===== src/rtl/mac_array_axil.sv =====
// AXI4-Lite controlled array of NCH signed multiply-accumulate channels.
// One shared IDLE->MUL->ACC sequence updates every channel result at once.
module mac_array_axil #(
   parameter int NCH  = 4,
   parameter int DW   = 16,
   parameter int ACCW = 32
) (
   input  logic        clk,
   input  logic        arst,
   input  logic [11:0] s_awaddr,
   input  logic        s_awvalid,
   output logic        s_awready,
   input  logic [31:0] s_wdata,
   input  logic [3:0]  s_wstrb,
   input  logic        s_wvalid,
   output logic        s_wready,
   output logic [1:0]  s_bresp,
   output logic        s_bvalid,
   input  logic        s_bready,
   input  logic [11:0] s_araddr,
   input  logic        s_arvalid,
   output logic        s_arready,
   output logic [31:0] s_rdata,
   output logic [1:0]  s_rresp,
   output logic        s_rvalid,
   input  logic        s_rready,
   output logic        irq
);

   localparam int PW = 2 * DW;

   typedef enum logic [1:0] {IDLE, MUL, ACC} state_t;

   state_t state, state_nx;

   logic signed [DW-1:0]   f1   [NCH];
   logic signed [DW-1:0]   f2   [NCH];
   logic signed [ACCW-1:0] a1   [NCH];
   logic signed [ACCW-1:0] res  [NCH];
   logic signed [PW-1:0]   prod [NCH];

   logic        mode, ie, done, busy;
   logic        aw_full, w_full;
   logic [11:0] aw_addr;
   logic [31:0] w_data;
   logic [3:0]  w_strb;

   logic        wr_en, wr_err, wr_ctrl, wr_stat, wr_chreg;
   logic        wr_start, wr_clr, wr_chok;
   logic [3:0]  wr_ch;
   logic [1:0]  wr_off;
   logic [31:0] rd_data;
   logic        rd_err, rd_chok;
   logic [3:0]  rd_ch;
   logic        unused_bits;

   function automatic logic [31:0] merge(
      input logic [31:0] old,
      input logic [31:0] d,
      input logic [3:0]  s
   );
      logic [31:0] m;
      m = old;
      for (int b = 0; b < 4; b++)
         if (s[b]) m[8*b +: 8] = d[8*b +: 8];
      return m;
   endfunction

   assign busy      = (state != IDLE);
   assign s_awready = ~arst & ~aw_full;
   assign s_wready  = ~arst & ~w_full;
   assign s_arready = ~arst & ~s_rvalid;
   assign irq       = done & ie;

   // A held write waits until the previous response has been taken.
   assign wr_en   = aw_full & w_full & ~s_bvalid;
   assign wr_ch   = aw_addr[7:4];
   assign wr_off  = aw_addr[3:2];
   assign wr_chok = (aw_addr[11:8] == 4'h1) && (int'(wr_ch) < NCH);
   assign rd_ch   = s_araddr[7:4];
   assign rd_chok = (s_araddr[11:8] == 4'h1) && (int'(rd_ch) < NCH);

   assign unused_bits = ^{s_araddr[1:0], aw_addr[1:0]};

   always_comb begin
      wr_ctrl  = 1'b0;
      wr_stat  = 1'b0;
      wr_chreg = 1'b0;
      wr_err   = 1'b0;
      wr_start = 1'b0;
      wr_clr   = 1'b0;
      unique case (1'b1)
         aw_addr[11:2] == 10'd0: begin
            wr_ctrl  = 1'b1;
            wr_start = w_strb[0] & w_data[0] & ~busy;
            wr_clr   = w_strb[0] & w_data[2] & ~busy;
            wr_err   = w_strb[0] & w_data[0] & busy;
         end
         aw_addr[11:2] == 10'd1: wr_stat = 1'b1;
         wr_chok && (wr_off != 2'd3): begin
            wr_chreg = ~busy;
            wr_err   = busy;
         end
         default: wr_err = 1'b1;
      endcase
   end

   always_comb begin
      rd_data = '0;
      rd_err  = 1'b0;
      unique case (1'b1)
         s_araddr[11:2] == 10'd0:
            rd_data = {28'd0, ie, 1'b0, mode, 1'b0};
         s_araddr[11:2] == 10'd1:
            rd_data = {30'd0, done, busy};
         s_araddr[11:2] == 10'd2:
            rd_data = 32'(NCH);
         rd_chok: begin
            for (int c = 0; c < NCH; c++)
               if (rd_ch == 4'(c))
                  case (s_araddr[3:2])
                     2'd0:    rd_data = 32'(f1[c]);
                     2'd1:    rd_data = 32'(f2[c]);
                     2'd2:    rd_data = 32'(a1[c]);
                     default: rd_data = 32'(res[c]);
                  endcase
         end
         default: rd_err = 1'b1;
      endcase
   end

   always_ff @(posedge clk or posedge arst) begin
      if (arst) state <= IDLE;
      else      state <= state_nx;
   end

   always_comb begin
      state_nx = state;
      case (state)
         IDLE:    if (wr_en && wr_start) state_nx = MUL;
         MUL:     state_nx = ACC;
         ACC:     state_nx = IDLE;
         default: state_nx = IDLE;
      endcase
   end

   always_ff @(posedge clk or posedge arst) begin
      if (arst) begin
         aw_full  <= 1'b0;
         w_full   <= 1'b0;
         aw_addr  <= '0;
         w_data   <= '0;
         w_strb   <= '0;
         s_bvalid <= 1'b0;
         s_bresp  <= 2'b00;
         s_rvalid <= 1'b0;
         s_rdata  <= '0;
         s_rresp  <= 2'b00;
         mode     <= 1'b0;
         ie       <= 1'b0;
         done     <= 1'b0;
         for (int c = 0; c < NCH; c++) begin
            f1[c]   <= '0;
            f2[c]   <= '0;
            a1[c]   <= '0;
            res[c]  <= '0;
            prod[c] <= '0;
         end
      end else begin
         if (s_awvalid && s_awready) begin
            aw_full <= 1'b1;
            aw_addr <= s_awaddr;
         end
         if (s_wvalid && s_wready) begin
            w_full <= 1'b1;
            w_data <= s_wdata;
            w_strb <= s_wstrb;
         end
         if (s_bvalid && s_bready) s_bvalid <= 1'b0;
         if (wr_en) begin
            aw_full  <= 1'b0;
            w_full   <= 1'b0;
            s_bvalid <= 1'b1;
            s_bresp  <= wr_err ? 2'b10 : 2'b00;
         end

         if (s_rvalid && s_rready) s_rvalid <= 1'b0;
         if (s_arvalid && s_arready) begin
            s_rvalid <= 1'b1;
            s_rdata  <= rd_data;
            s_rresp  <= rd_err ? 2'b10 : 2'b00;
         end

         if (wr_en && wr_ctrl && w_strb[0]) begin
            mode <= w_data[1];
            ie   <= w_data[3];
         end
         if (wr_en && (wr_start || (wr_stat && w_strb[0] && w_data[1])))
            done <= 1'b0;
         if (state == ACC) done <= 1'b1;

         for (int c = 0; c < NCH; c++) begin
            if (wr_en && wr_chreg && wr_ch == 4'(c))
               case (wr_off)
                  2'd0: f1[c] <= DW'(merge(32'(f1[c]), w_data, w_strb));
                  2'd1: f2[c] <= DW'(merge(32'(f2[c]), w_data, w_strb));
                  2'd2: a1[c] <= ACCW'(merge(32'(a1[c]), w_data, w_strb));
                  default: ;
               endcase
            if (state == MUL)
               prod[c] <= PW'(f1[c]) * PW'(f2[c]);
            // Clear only happens while idle, so it never meets an ACC update.
            if (wr_en && wr_clr)
               res[c] <= '0;
            else if (state == ACC)
               res[c] <= mode ? res[c] + ACCW'(prod[c])
                              : ACCW'(prod[c]) + a1[c];
         end
      end
   end

endmodule


===== config.mk =====
export PLATFORM = sky130hd
export DESIGN_NAME = mac_array_axil
export DESIGN_NICKNAME = d
export VERILOG_FILES = /design/src/rtl/mac_array_axil.sv
export SDC_FILE = /design/constraint.sdc
export NUM_CORES = 2
export LEC_CHECK = 0
export CORE_MARGIN = 10
export CORE_UTILIZATION = 35
export CTS_BUF_LIST = sky130_fd_sc_hd__clkbuf_8
export CTS_CLUSTER_SIZE = 24
export DETAILED_ROUTE_END_ITERATION = 8
export GPL_TIMING_DRIVEN = 0
export PLACE_DENSITY = 0.55
export SYNTH_ARGS = -nofsm -noshare
export SYNTH_HDL_FRONTEND = slang
export SYNTH_SLANG_ARGS = --single-unit
export TNS_END_PERCENT = 1

===== constraint.sdc =====
create_clock -name clk -period 25.3 [get_ports clk]
set_input_delay 5.06 -clock clk [delete_from_list [all_inputs] [get_ports clk]]
set_output_delay 5.06 -clock clk [all_outputs]
set_load 0.05 [all_outputs]

; Yosys cells after proc, flatten, opt, wreduce, memory -nomap -nowiden
; Index checks and enable logic that the tools add are counted.
[word_totals]
regBits = 605
output_inout_bits = 42
wordCells = 213
input_bits = 67
[classes]
bitwise = 17
add_sub_neg = 8
reduce_logical = 68
mul = 4
n_mux = 41
n_eq_ne = 19
n_lt_le_gt_ge = 2
[ops]
columns = operator, count
row1 = 32-bit two-way mux, 16
row2 = 32-bit one-hot mux with 3 select lines, 4
row3 = 32-bit adder, 8
row4 = 16-bit by 16-bit multiplier with 32-bit output, 4
row5 = 32-bit one-hot mux with 4 select lines, 1
row6 = 3-bit AND reduction, 32
row7 = "10-bit by 1-bit == test with 1-bit output, second input constant", 2
row8 = 1-bit logical AND, 20
row9 = 10-bit logical NOT, 2
row10 = "4-bit by 1-bit == test with 1-bit output, second input constant", 4
row11 = "4-bit by 2-bit == test with 1-bit output, second input constant", 4
row12 = 1-bit two-way mux, 15
row13 = 2-bit nonzero test, 7
row14 = 1-bit bitwise AND, 11
row15 = "10-bit by 2-bit == test with 1-bit output, second input constant", 1
row16 = 4-bit logical NOT, 2
row17 = "4-bit by 3-bit < comparator with 1-bit output, second input constant", 2
row18 = "2-bit by 1-bit == test with 1-bit output, second input constant", 3
row19 = "2-bit == test, second input constant", 3
row20 = 2-bit logical NOT, 3
row21 = 2-bit two-way mux, 3
row22 = 1-bit NOT, 6
row23 = "2-bit inequality test, second input constant", 2
row24 = 2-bit one-hot mux with 2 select lines, 1
row25 = 3 further kinds, 3

; Logic depth before layout (Yosys ltp)
[logic_depth]
word_depth = 8
depth_mapped = 27
depth_no_buf = 25

; Worst setup path before layout
; No wires, ideal clock.
[synth_timing]
path_type = input -> output
start = input arst
end = output s_arready
required_time_ns = 20.240
path_slack_ns = 14.497
arrival_time_ns = 5.743
path_stages = 1
n_path_buf = 0
cell_sequence = nor2_1
[synth_between]
elab_chain_cells = 2
[synth_lines]
columns = item, line_no
row1 = "start, declared", 9  ; input logic arst,
row2 = 1-bit NOT, 72  ; assign s_arready = ~arst & ~s_rvalid;
row3 = 1-bit bitwise AND, 72
row4 = "end, declared", 22  ; output logic s_arready,
; No other way between the ends.

; Worst setup path after layout
; Same ends and word-level chain as after synthesis.

==> flow_metrics.env <==
export IMPL_synth_top_family_by_area="adder cells"
export IMPL_grt_antenna_before_repair=26
export IMPL_largest_net_degree_at_the_start_of_global_routing=114
export IMPL_violations="max-capacitance violations, max-slew violations"
export IMPL_post_synth_num_cell_types=85
export IMPL_detailedPlacementHpwl_um=205100
export IMPL_vdd_ir_drop_max_uv=39.60
export IMPL_insertion_delay_ns=0.80
export IMPL_cts_root_buf="sky130_fd_sc_hd__clkbuf_8"
export IMPL_async_s_r_ff_share_synth=1.000
export IMPL_drv_cap=2
export IMPL_postSynthAreaPerCell_sq_um=9.767
export IMPL_final_layout_size_suffix_gt1_frac=0.09257
export IMPL_synth_simple_gate_area_share=0.1261
export IMPL_cp_data_arrival_time_ns=6.68
export IMPL_totalPowerFinal_uw=2495
export IMPL_floorplan_initialDensity=0.3527
export IMPL_share_of_synthesized_area_occupied_by_flip_flops_and_latches=0.2103
export IMPL_final_min_clock_period_ns=11.74
export IMPL_max_slew_margin_rel=-0.009888
export IMPL_clock_tree_htree_level_count=3
export IMPL_reg2reg_to="prod[61]"
export IMPL_synth_xor_area_share=0.02817
export IMPL_netlist_area_sq_mm=0.07150
export IMPL_cts_num_sinks=601
export IMPL_fin_hold_ws_ns=0.4829
export IMPL_ys_flop_type="sky130_fd_sc_hd__dfrtp_1"
export IMPL_core_rowCount=165
export IMPL_timing_critical_path_to_type="output port"
export IMPL_setup_violations=0
export IMPL_globalRouteTotalUtil=0.2283
export IMPL_critical_path_class="in -> out"
export IMPL_dieHeight_um=472.0
export IMPL_final_antenna_net_count=0
export IMPL_complex_gate_fraction_of_the_synthesized_area=0.09266
export IMPL_worst_slack_ns=13.56
export IMPL_drc_errors=0
export IMPL_critical_path_endpoint="s_arready"
export IMPL_cts_buffer_depth=3
export IMPL_data_required_critical_path_ns=20.24
export IMPL_detailedRoute_firstPassIterationCount=7
export IMPL_gp_routability_congestion=0.9752
export IMPL_timing_clock_skew_ns=0.05113
export IMPL_nNetsFinal=9109
export IMPL_critical_path_peak_fanout=4
export IMPL_final_cycle_share=0.4642
export IMPL_grt_pass1_vias=58020
export IMPL_cts_hold_buf=0
export IMPL_top_level_ports=109
export IMPL_area_delta_synth_final_pct=9.818
export IMPL_tritoncts="done"
export IMPL_worst_r2r_path_depth=26
export IMPL_synthesis_yosys_warnings=0
export IMPL_powerDensity_mw_per_mm2=31.77
export IMPL_synth_area_mux_share=0.08935
export IMPL_critical_path_startpoint="arst"
export IMPL_first_iter_violations=4434
export IMPL_via_per_inst=5.324
export IMPL_yosys_register_bits=601
export IMPL_grt_first_pass_wirelength_um=384300
export IMPL_grt_setup_unrepaired="no"
export IMPL_avgRoutedWirePerCell_um=24.82
export IMPL_regToRegSetupSlack_ns=16.93
export IMPL_r2r_start="f2[24]"
export IMPL_width_of_the_die_um=472.0
export IMPL_drt_total_wl_um=255900
export IMPL_synth_enable_flop_cells=0
export IMPL_post_synth_fa_ha_maj_area_fraction=0.3737
export IMPL_fin_setup_tns_ns=0
export IMPL_io_buffers=98
export IMPL_postCtsSetupBuffers=0
export IMPL_total_leakage_power_uw=0.03965
export IMPL_fmaxAchievable_mhz=85.15
export IMPL_cp_start_kind="input port"
export IMPL_worst_pin_slew_ns=1.515
export IMPL_worst_setup_hold_path_clk_slew_ns=0.06
export IMPL_final_hold_violation_count=0
export IMPL_dpl_worst_slack_ns=13.56
export IMPL_die_area_sq_mm=0.2228
export IMPL_grt_overflow_total=0
export IMPL_post_cts_resized=0
export IMPL_final_core_utilization=0.3873
export IMPL_route_vias_total=54880
export IMPL_timing_max_transition_violations_final=11
export IMPL_cts_buffers=106
export IMPL_outcome="finished, violations left"
export IMPL_core_area_sq_mm=0.2027
export IMPL_min_path_type="reg -> reg"
export IMPL_synth_cells=7320
==> Yosys cell counts, types with 9 or more instances <==
cell type / count / area [sq um]
sky130_fd_sc_hd__a211o_1: 10 / 87.58
sky130_fd_sc_hd__a211oi_1: 38 / 285.3
sky130_fd_sc_hd__a21o_1: 86 / 645.6
sky130_fd_sc_hd__a21oi_1: 247 / 1236
sky130_fd_sc_hd__a22o_1: 27 / 236.5
sky130_fd_sc_hd__a31oi_1: 30 / 187.7
sky130_fd_sc_hd__a32o_1: 27 / 270.3
sky130_fd_sc_hd__and2_1: 506 / 3166
sky130_fd_sc_hd__and3_1: 18 / 112.6
sky130_fd_sc_hd__buf_1: 15 / 56.30
sky130_fd_sc_hd__clkbuf_1: 297 / 1115
sky130_fd_sc_hd__dfrtp_1: 601 / 15040
sky130_fd_sc_hd__fa_1: 1052 / 21060
sky130_fd_sc_hd__ha_1: 452 / 5655
sky130_fd_sc_hd__inv_1: 1198 / 4497
sky130_fd_sc_hd__mux2_2: 446 / 5022
sky130_fd_sc_hd__mux2i_1: 51 / 510.5
sky130_fd_sc_hd__mux4_2: 38 / 855.8
sky130_fd_sc_hd__nand2_1: 868 / 3258
sky130_fd_sc_hd__nand2b_1: 66 / 412.9
sky130_fd_sc_hd__nand3_1: 52 / 260.3
sky130_fd_sc_hd__nand4_1: 14 / 87.58
sky130_fd_sc_hd__nor2_1: 197 / 739.5
sky130_fd_sc_hd__nor2b_1: 24 / 150.1
sky130_fd_sc_hd__nor3_1: 62 / 310.3
sky130_fd_sc_hd__o211ai_1: 9 / 67.56
sky130_fd_sc_hd__o21a_1: 33 / 247.7
sky130_fd_sc_hd__o21ai_0: 328 / 1642
sky130_fd_sc_hd__o21ai_1: 29 / 145.1
sky130_fd_sc_hd__o21bai_1: 39 / 292.8
sky130_fd_sc_hd__o221ai_1: 10 / 87.58
sky130_fd_sc_hd__o22ai_1: 37 / 231.5
sky130_fd_sc_hd__o31ai_1: 31 / 232.7
sky130_fd_sc_hd__or2_2: 11 / 68.82
sky130_fd_sc_hd__or3_1: 16 / 100.1
sky130_fd_sc_hd__xnor2_1: 146 / 1279
sky130_fd_sc_hd__xor2_1: 84 / 735.7
==> per-layer routing <==
metal  vias to the layer above  wire [um]  track usage
li1                      23960          -            -
met1                     28530     110800       0.3111
met2                      1895     114900       0.3596
met3                       482      16300      0.03276
met4                        12      13770       0.1034
met5                         -         90            0
==> through the flow <==
step / area (sq um) / std cells
after floorplan: 71500 / 7321
after global placement: 75830 / 10090
after detailed placement: 76060 / 10100
after CTS: 78490 / 10300
after global routing: 78500 / 10300
final: 78520 / 10310
==> flip-flops by register name, indices dropped and copies added (netlist names) <==
signal	count
a1	128
prod	128
res	128
f1	64
f2	64
s_rdata	32
w_data	32
aw_addr	10
w_strb	4
state	2
aw_full	1
done	1
ie	1
mode	1
s_bresp	1
s_bvalid	1
s_rresp	1
s_rvalid	1
w_full	1
==> how the worst min path moves through the flow <==
stage          startpoint    endpoint  slack, ns  cells past startpoint
3_5_place_dp   s_rdata[6]  s_rdata[6]       0.47                      1
6_report       s_rdata[3]  s_rdata[3]       0.48                      2
2_1_floorplan     prod[0]     prod[0]       0.45                      2
4_1_cts          prod[64]    prod[64]       0.49                      2
3_3_place_gp   s_rdata[4]  s_rdata[4]       0.47                      1
5_1_grt        s_rdata[6]  s_rdata[6]       0.51                      1
==> power by group <==
group	internal, uW	leakage (uW)	switching [uW]
Combinational	88.3	0.0300	252
Sequential	1000	0.00829	105
Clock	584	0.00135	461
Total	1680	0.0397	819
==> worst max-delay path, cell delays in order <==
cell                              delay, ns
sky130_fd_sc_hd__clkdlybuf4s50_1       0.58
sky130_fd_sc_hd__nor2_1                0.21
sky130_fd_sc_hd__clkdlybuf4s50_1       0.83
==> layout by cell type (no fill, tap or decap), drive strengths merged, types with 10 or more instances in the layout <==
master         Yosys  final
inv             1198   1222
fa              1052   1052
nand2            868    868
dfrtp            601    601
and2             506    506
ha               452    452
mux2             446    446
clkbuf           297    446
o21ai            357    357
a21oi            247    247
nor2             197    197
xnor2            146    146
clkdlybuf4s50      0     98
a21o              86     86
xor2              84     84
nand2b            66     66
nor3              63     63
nand3             53     53
mux2i             51     51
o21bai            39     39
mux4              38     38
a211oi            38     38
o22ai             37     37
o21a              33     33
o31ai             32     32
a31oi             31     31
buf               19     28
a22o              27     27
a32o              27     27
nor2b             24     24
and3              18     18
clkinv             0     17
or3               16     16
nand4             15     15
or2               14     14
o221ai            11     11
a211o             10     10
==> final cells by class <==
| cell class | count | area (sq um) |
|---|---|---|
| Fill cell | 20320 | 124200 |
| Sequential cell | 601 | 15040 |
| Clock buffer | 149 | 2051 |
| Timing Repair Buffer | 109 | 1194 |
| Multi-Input combinational cell | 5206 | 50780 |
| Antenna cell | 9 | 22.52 |
| Tap cell | 2672 | 3343 |
| Buffer | 316 | 1202 |
| Clock inverter | 48 | 382.9 |
| Inverter | 1198 | 4504 |
==> cell families after synthesis <==
kind of cell / count (synthesis)
other: 1
flip-flops: 601
buffers and inverters: 1514
AO/OA/AOI/OAI: 1057
adder cells (fa/ha/maj): 1504
multiplexers: 535
AND/OR/NAND/NOR: 1878
XOR/XNOR: 230
Power figures use the tool's default switching activity.
